[config.mk]
export PLATFORM = sky130hd
export DESIGN_NAME = vga_pixel_fetcher
export DESIGN_NICKNAME = d
export VERILOG_FILES = /design/src/rtl/vga_pkg.sv /design/src/rtl/vga_pix_fifo.sv /design/src/rtl/vga_pixel_fetcher.sv
export SDC_FILE = /design/constraint.sdc
export NUM_CORES = 1
export LEC_CHECK = 0
export ABC_CLOCK_PERIOD_IN_PS = 3000
export CAP_MARGIN = 25
export CELL_PAD_IN_SITES_DETAIL_PLACEMENT = 2
export CELL_PAD_IN_SITES_GLOBAL_PLACEMENT = 2
export CORE_MARGIN = 2
export CORE_UTILIZATION = 38
export DETAILED_ROUTE_END_ITERATION = 7
export PLACE_DENSITY = 0.83
export SLEW_MARGIN = 20
export SYNTH_ARGS = -nofsm -noshare
export SYNTH_HDL_FRONTEND = slang
export SYNTH_SLANG_ARGS = --single-unit
[constraint.sdc]
create_clock -name clk -period 3 [get_ports clk]
set_input_delay 0.75 -clock clk [delete_from_list [all_inputs] [get_ports clk]]
set_output_delay 0.75 -clock clk [all_outputs]
set_load 0.02 [all_outputs]
[src/rtl/vga_pkg.sv]
// Shared constants and helpers for the VGA pixel fetcher slice.
//
// Contents:
//   DEF_H_PIXELS / DEF_V_LINES : default active resolution (640x480)
//   DEF_RGB_W                  : default packed r,g,b width
//   DEF_DEFAULT_RGB            : underflow colour at the default width
//   cnt_w()                    : bit width of a counter holding 0..n-1
//   occ_w()                    : bit width of an occupancy count 0..depth
package vga_pkg;

    localparam int DEF_H_PIXELS = 640;
    localparam int DEF_V_LINES  = 480;
    localparam int DEF_RGB_W    = 3;

    localparam logic [DEF_RGB_W-1:0] DEF_DEFAULT_RGB = '1;

    // Never returns 0 so a counter that only ever holds 0 still has a legal width.
    function automatic int cnt_w(input int n);
        return (n > 1) ? $clog2(n) : 1;
    endfunction

    function automatic int occ_w(input int depth);
        return cnt_w(depth) + 1;
    endfunction

endpackage

[src/rtl/vga_pix_fifo.sv]
// Synchronous fall-through FIFO used as the pixel prefetch buffer.
//
// Ports:
//   clk, reset_   : clock, asynchronous active-low reset
//   flush         : empties the FIFO; overrides push and pop
//   push, push_data : write one entry (ignored when full)
//   pop           : remove the head (ignored when empty)
//   head          : current head entry, valid whenever !empty
//   empty         : no entries stored
//   occupancy     : number of stored entries, 0..DEPTH
module vga_pix_fifo
    import vga_pkg::*;
#(
    parameter int WIDTH = 3,
    parameter int DEPTH = 4
) (
    input  logic                    clk,
    input  logic                    reset_,
    input  logic                    flush,
    input  logic                    push,
    input  logic [WIDTH-1:0]        push_data,
    input  logic                    pop,
    output logic [WIDTH-1:0]        head,
    output logic                    empty,
    output logic [occ_w(DEPTH)-1:0] occupancy
);

    localparam int PTR_W = cnt_w(DEPTH);
    localparam int OCC_W = occ_w(DEPTH);

    logic [WIDTH-1:0] mem [DEPTH];
    logic [PTR_W-1:0] rd_ptr;
    logic [PTR_W-1:0] wr_ptr;
    logic [OCC_W-1:0] count;
    logic             do_push;
    logic             do_pop;

    assign do_push   = push && (count != OCC_W'(DEPTH));
    assign do_pop    = pop && (count != '0);
    assign empty     = (count == '0);
    assign head      = mem[rd_ptr];
    assign occupancy = count;

    // DEPTH is a power of two, so the pointers wrap naturally.
    always_ff @(posedge clk or negedge reset_) begin
        if (!reset_) begin
            rd_ptr <= '0;
            wr_ptr <= '0;
            count  <= '0;
        end else if (flush) begin
            rd_ptr <= '0;
            wr_ptr <= '0;
            count  <= '0;
        end else begin
            if (do_push) wr_ptr <= wr_ptr + PTR_W'(1);
            if (do_pop)  rd_ptr <= rd_ptr + PTR_W'(1);
            if (do_push && !do_pop)      count <= count + OCC_W'(1);
            else if (do_pop && !do_push) count <= count - OCC_W'(1);
        end
    end

    always_ff @(posedge clk) begin
        if (do_push && !flush) mem[wr_ptr] <= push_data;
    end

endmodule

[src/rtl/vga_pixel_fetcher.sv]
// Raster-order image pixel source for the VGA timing core. Walks the
// active area, issues synchronous image-memory reads (with optional
// integer upscaling), and prefetches returned pixels into a small FIFO
// that the timing core drains with its fetch strobe.
//
// Ports:
//   clk, reset_         : pixel clock, asynchronous active-low reset
//   i_frame_start       : restarts the raster, flushes the prefetch path
//   i_fetch_next_pixel  : consumer pops one pixel
//   o_pixel_rgb         : FIFO head, or DEFAULT_RGB when empty
//   o_pixel_valid       : FIFO not empty
//   o_mem_rd, o_mem_addr: image-memory read strobe and address
//   i_mem_data          : read data, one cycle after o_mem_rd
//   o_underflow         : sticky pop-while-empty flag, cleared on frame start
//   o_frame_done        : every address of the frame has been issued
//   i_pattern_sel       : (only with VGA_TEST_PATTERN_EN) colour bars instead of memory
//
// Build option: define VGA_TEST_PATTERN_EN to add the colour-bar test pattern.
module vga_pixel_fetcher
    import vga_pkg::*;
#(
    parameter int               H_PIXELS    = DEF_H_PIXELS,
    parameter int               V_LINES     = DEF_V_LINES,
    parameter int               RGB_W       = DEF_RGB_W,
    parameter int               SCALE_LOG2  = 0,
    parameter int               ADDR_W      = 17,
    parameter int               FIFO_DEPTH  = 4,
    parameter logic [RGB_W-1:0] DEFAULT_RGB = '1
) (
    input  logic              clk,
    input  logic              reset_,
    input  logic              i_frame_start,
    input  logic              i_fetch_next_pixel,
`ifdef VGA_TEST_PATTERN_EN
    input  logic              i_pattern_sel,
`endif
    output logic [RGB_W-1:0]  o_pixel_rgb,
    output logic              o_pixel_valid,
    output logic              o_mem_rd,
    output logic [ADDR_W-1:0] o_mem_addr,
    input  logic [RGB_W-1:0]  i_mem_data,
    output logic              o_underflow,
    output logic              o_frame_done
);

    localparam int X_W       = cnt_w(H_PIXELS);
    localparam int Y_W       = cnt_w(V_LINES);
    localparam int S_W       = cnt_w(1 << SCALE_LOG2);
    localparam int OCC_W     = occ_w(FIFO_DEPTH);
    localparam int SCALE_MAX = (1 << SCALE_LOG2) - 1;
    localparam int SRC_W     = H_PIXELS >> SCALE_LOG2;

    logic [X_W-1:0]    x;
    logic [Y_W-1:0]    y;
    logic [S_W-1:0]    sx;
    logic [S_W-1:0]    sy;
    logic [ADDR_W-1:0] col;
    logic [ADDR_W-1:0] row_base;
    logic              frame_done;
    logic              in_flight;
    logic              underflow;
    logic              issue;

    logic [RGB_W-1:0]  fifo_head;
    logic [RGB_W-1:0]  push_data;
    logic              fifo_empty;
    logic [OCC_W-1:0]  fifo_count;

    // Reserve a slot for the read in flight so a return can never find the FIFO full.
    assign issue = !frame_done &&
                   (({1'b0, fifo_count} + (OCC_W+1)'(in_flight)) < (OCC_W+1)'(FIFO_DEPTH));

    // col tracks x>>SCALE_LOG2 incrementally, so the address is a single add.
    assign o_mem_addr    = row_base + col;
    assign o_frame_done  = frame_done;
    assign o_underflow   = underflow;
    assign o_pixel_valid = !fifo_empty;
    assign o_pixel_rgb   = fifo_empty ? DEFAULT_RGB : fifo_head;

`ifdef VGA_TEST_PATTERN_EN
    logic [2:0]       bar_idx;
    logic [RGB_W-1:0] bar_rgb;
    logic [RGB_W-1:0] pattern_rgb;
    logic             pattern_pending;

    assign bar_idx  = 3'((int'(x) * 8) / H_PIXELS);
    assign o_mem_rd = issue && !i_pattern_sel;
    assign push_data = pattern_pending ? pattern_rgb : i_mem_data;

    // Bar index bits are repeated across the pixel so any RGB_W gets distinct bars.
    always_comb begin
        bar_rgb = '0;
        for (int i = 0; i < RGB_W; i++) bar_rgb[i] = bar_idx[i % 3];
    end

    // The bar colour is captured at issue time so it lines up with the normal return slot.
    always_ff @(posedge clk or negedge reset_) begin
        if (!reset_) begin
            pattern_rgb     <= '0;
            pattern_pending <= 1'b0;
        end else if (issue) begin
            pattern_rgb     <= bar_rgb;
            pattern_pending <= i_pattern_sel;
        end
    end
`else
    assign o_mem_rd  = issue;
    assign push_data = i_mem_data;
`endif

    vga_pix_fifo #(
        .WIDTH (RGB_W),
        .DEPTH (FIFO_DEPTH)
    ) u_fifo (
        .clk       (clk),
        .reset_    (reset_),
        .flush     (i_frame_start),
        .push      (in_flight && !i_frame_start),
        .push_data (push_data),
        .pop       (i_fetch_next_pixel && !i_frame_start),
        .head      (fifo_head),
        .empty     (fifo_empty),
        .occupancy (fifo_count)
    );

    // Raster walk: frame start wins over everything; otherwise each issue
    // advances x/sx/col, and at end of line y/sy/row_base. row_base only
    // moves when a full group of repeated lines has been emitted.
    always_ff @(posedge clk or negedge reset_) begin
        if (!reset_) begin
            x          <= '0;
            y          <= '0;
            sx         <= '0;
            sy         <= '0;
            col        <= '0;
            row_base   <= '0;
            frame_done <= 1'b1;
            in_flight  <= 1'b0;
            underflow  <= 1'b0;
        end else if (i_frame_start) begin
            x          <= '0;
            y          <= '0;
            sx         <= '0;
            sy         <= '0;
            col        <= '0;
            row_base   <= '0;
            frame_done <= 1'b0;
            in_flight  <= 1'b0;
            underflow  <= 1'b0;
        end else begin
            in_flight <= issue;
            if (i_fetch_next_pixel && fifo_empty) underflow <= 1'b1;
            if (issue) begin
                if (x == X_W'(H_PIXELS - 1)) begin
                    x   <= '0;
                    sx  <= '0;
                    col <= '0;
                    if (y == Y_W'(V_LINES - 1)) begin
                        y          <= '0;
                        sy         <= '0;
                        row_base   <= '0;
                        frame_done <= 1'b1;
                    end else begin
                        y <= y + Y_W'(1);
                        if (sy == S_W'(SCALE_MAX)) begin
                            sy       <= '0;
                            row_base <= row_base + ADDR_W'(SRC_W);
                        end else begin
                            sy <= sy + S_W'(1);
                        end
                    end
                end else begin
                    x <= x + X_W'(1);
                    if (sx == S_W'(SCALE_MAX)) begin
                        sx  <= '0;
                        col <= col + ADDR_W'(1);
                    end else begin
                        sx <= sx + S_W'(1);
                    end
                end
            end
        end
    end

endmodule

==> results.toml <==
[status]
outcome = "finished, final reports clean"

[logic_synthesis]
synth_edf_count = 12
syn_avg_cell_area_um2 = 10.11
synth_top_area_frac = 0.3555
syn-num-nets = 408
synth_async_sr_flop_share = 0.8235
netlist_area_mm2 = 0.003871
synth_area_leaders = "dfrtp_1, edfxtp_1, ha_1"
synth-seq-cells = 68
synth_warnings = 0
synth_top_area_cell = "dfrtp_1"
ys.flop_type = "dfrtp_1"
ys_seq_area_frac = 0.4554
ys_types = 63
postSynthCellCount = 383

[global_routing]
use_met2 = 0.4532
first_global_vias = 3800
antenna_found_initial = 0
grt_use_total = 0.2492
use_met3 = 0.04242
groute.layer.met1.usage = 0.2990
grt_pass1_wl_um = 21200
grt_max_degree = 21
grt-ovfl-total = 0
top_usage_layer = "met2"

[pwr]
power_w = 0.002612
irDropWorstVdd_v = 0.0003332
leakagePower_nw = 2.091
powerDensity_mw_per_mm2 = 552.4

[critical_path]
r2r-end = "u_fifo.occupancy[2]"
ff2ff_path_depth = 6
start_kind = "flip-flop"
r2r_start = "u_fifo.occupancy[1]"
crit_type = "flip-flop to output port"
worstPathMaxFanout = 6
crit_path_end_kind = "output port"
required_ns = 2.25
r2r_slack_ns = 0.57
worstPathArrival_ns = 2.19

[cts]
cts_buffers = 9
ctsHoldBuffers = 0
cts_tree = "done"
worstSkewPairLatency_ns = 0.36
htree_num_levels = 3
cts_buffer_depth = 2
cts-root-buf = "clkbuf_8"
clkSinkCount = 68
clk_pin_slew_ns = 0.08

[timing]
setup_viol = 0
tightest_slew_ns = 0.5251
hold_violations = 0
timing.final.crit_period_ns = 2.937
rsz0062_at_grt = "yes"
finalCritPeriodShare = 0.9792
max-slew-margin-rel = 0.6499
clock_skew_ns = 0.01071
finalSetupTns_ns = 0
drv_slew = 0
max_clock_freq_mhz = 340.4

[finish]
area_growth_pct = 22.17
final_area_mm2 = 0.004730
diodes = 0
stdcell_count = 573
final_core_utilization = 0.4817
layout-drive-gt1-share = 0.1886
final_nets = 460

[routing]
drc_errors = 0
routed_wl_um = 12740
num_vias = 3336
firstDrtPassIters = 7
post_drt_wl_per_cell_um = 22.23
ant_nets = 0
via_per_inst = 5.822
drt_iter0_markers = 129

[floorplan]
die_w_um = 104.9
num_io_pins = 31
coreArea_mm2 = 0.009819
rows = 36
die_area_mm2 = 0.01101
die_y_um = 104.9
initial_core_util = 0.3942

[flow_run]
maxCapViolCount = 0

[place]
placed_area_mm2 = 0.004474
dp_hpwl_um = 9116
port_buffers = 30
gp_congestion = 0.7934
place_inst = 556

[hold_path]
hp-class = "primary input to async pin"
logic make-up (layout without fill, tap and decap cells):
group           Yosys count  count (layout)  share of synthesized area
simple gates            128             128                     0.1771
compound gates          101             101                     0.1836
flops                    68              68                     0.4554
buf+inv                  37              94                    0.04201
xor+xnor                 26              26                    0.05882
fa+ha+maj                18              18                    0.06012
mux                       5               5                    0.02295
cell type report:
class,count,area (um^2)
fill,1098,5090
multi-input combinational,278,2019
sequential,68,1764
timing repair buffer,65,538.0
tap,133,166.4
clock buffer,11,141.4
clock inverter,5,51.30
inverter,13,48.80
through the flow:
| step | worst slack [ns] | hold WS (ns) |
|---|---|---|
| detailed placement | -0.1303 | 0.4975 |
| global route | -0.01300 | 0.3785 |
| finish | 0.06253 | 0.3643 |
| floorplan | 0.09355 | 0.4449 |
| CTS | -0.01170 | 0.3646 |
| global placement | -0.05683 | 0.4634 |
metal layers:
layer  part of all wire  vias up  routed length [um]
li1                   -     1516                   -
met1               0.42     1747                5323
met2               0.54       54                6849
met3              0.024       19                 306
met4              0.020        0                 259
met5                  0        -                   0
worst max-delay path by stage:
stage	slack, ns	to	depth (start not counted)	from
floorplan	0.09	o_mem_addr[16]	5	row_base[10]
global placement	-0.06	o_mem_addr[15]	7	col[10]
detailed placement	-0.13	o_mem_addr[15]	7	col[10]
CTS	-0.01	o_mem_addr[16]	7	col[8]
global route	-0.01	o_mem_addr[14]	7	row_base[10]
finish	0.06	o_mem_addr[15]	7	row_base[9]
cells in the final DEF (no fill, tap or decap), drive strengths merged, types with 6 or more instances in the layout:
cell type,instances
nor3,6
buf,41
inv,13
nand3,13
xor2,21
or3,7
clkbuf,11
and3,11
a31oi,13
nand2,26
o2111ai,7
clkdlybuf4s50,22
or4,6
o21ai,17
a21oi,21
and2,9
o31ai,6
ha,17
edfxtp,12
dfrtp,55
a21o,6
nand4,6
o211ai,7
nor2,28
flip-flops by register name, summed over array words and instances, names as in the netlist:
register          count
x                    10
col                  17
o_frame_done          1
u_fifo.rd_ptr         2
u_fifo.wr_ptr         2
in_flight             1
u_fifo.occupancy      3
row_base             10
o_underflow           1
u_fifo.mem           12
y                     9
timing repair:
item / 4_1_cts / 5_1_grt
pin swaps: 3 / 6
gates resized for setup: 32 / 7
setup endpoints to repair: 9 / 7
buffers inserted: 1 / 0
endpoints found under the hold margin: 0 / 0
worst max-delay path, cell delays in order (launching register included):
cell and delay, ns:
dfrtp_1 0.39, ha_1 0.31, and3_4 0.16, a2111oi_4 0.33
buf_4 0.20, o21ai_1 0.09, xor2_1 0.17, buf_4 0.17
Yosys cell counts, drive strengths merged (3+ instances only):
cell type and number:
o2111ai 7, o211ai 7, xor2 21, and4 3
ha 17, and3 11, or2 3, a21oi 21
or3 7, nor2 28, o31ai 6, nor2b 3
nand2 26, nor3 6, xnor2 5, and2 9
a41oi 3, mux4 3, nand4 6, edfxtp 12
dfrtp 55, o21ai 17, clkbuf 14, a21o 6
buf 10, nand3 13, or4 6, a31oi 13
o21a 5, inv 13
where the power goes:
group	switching, W	internal (W)	leakage [nW]
registers	0.000106	0.00102	0.876
logic	0.000413	0.000317	1.12
clock network	0.000357	0.000401	0.0967
total	0.000876	0.00174	2.09
(Power assumes the default switching activity.)
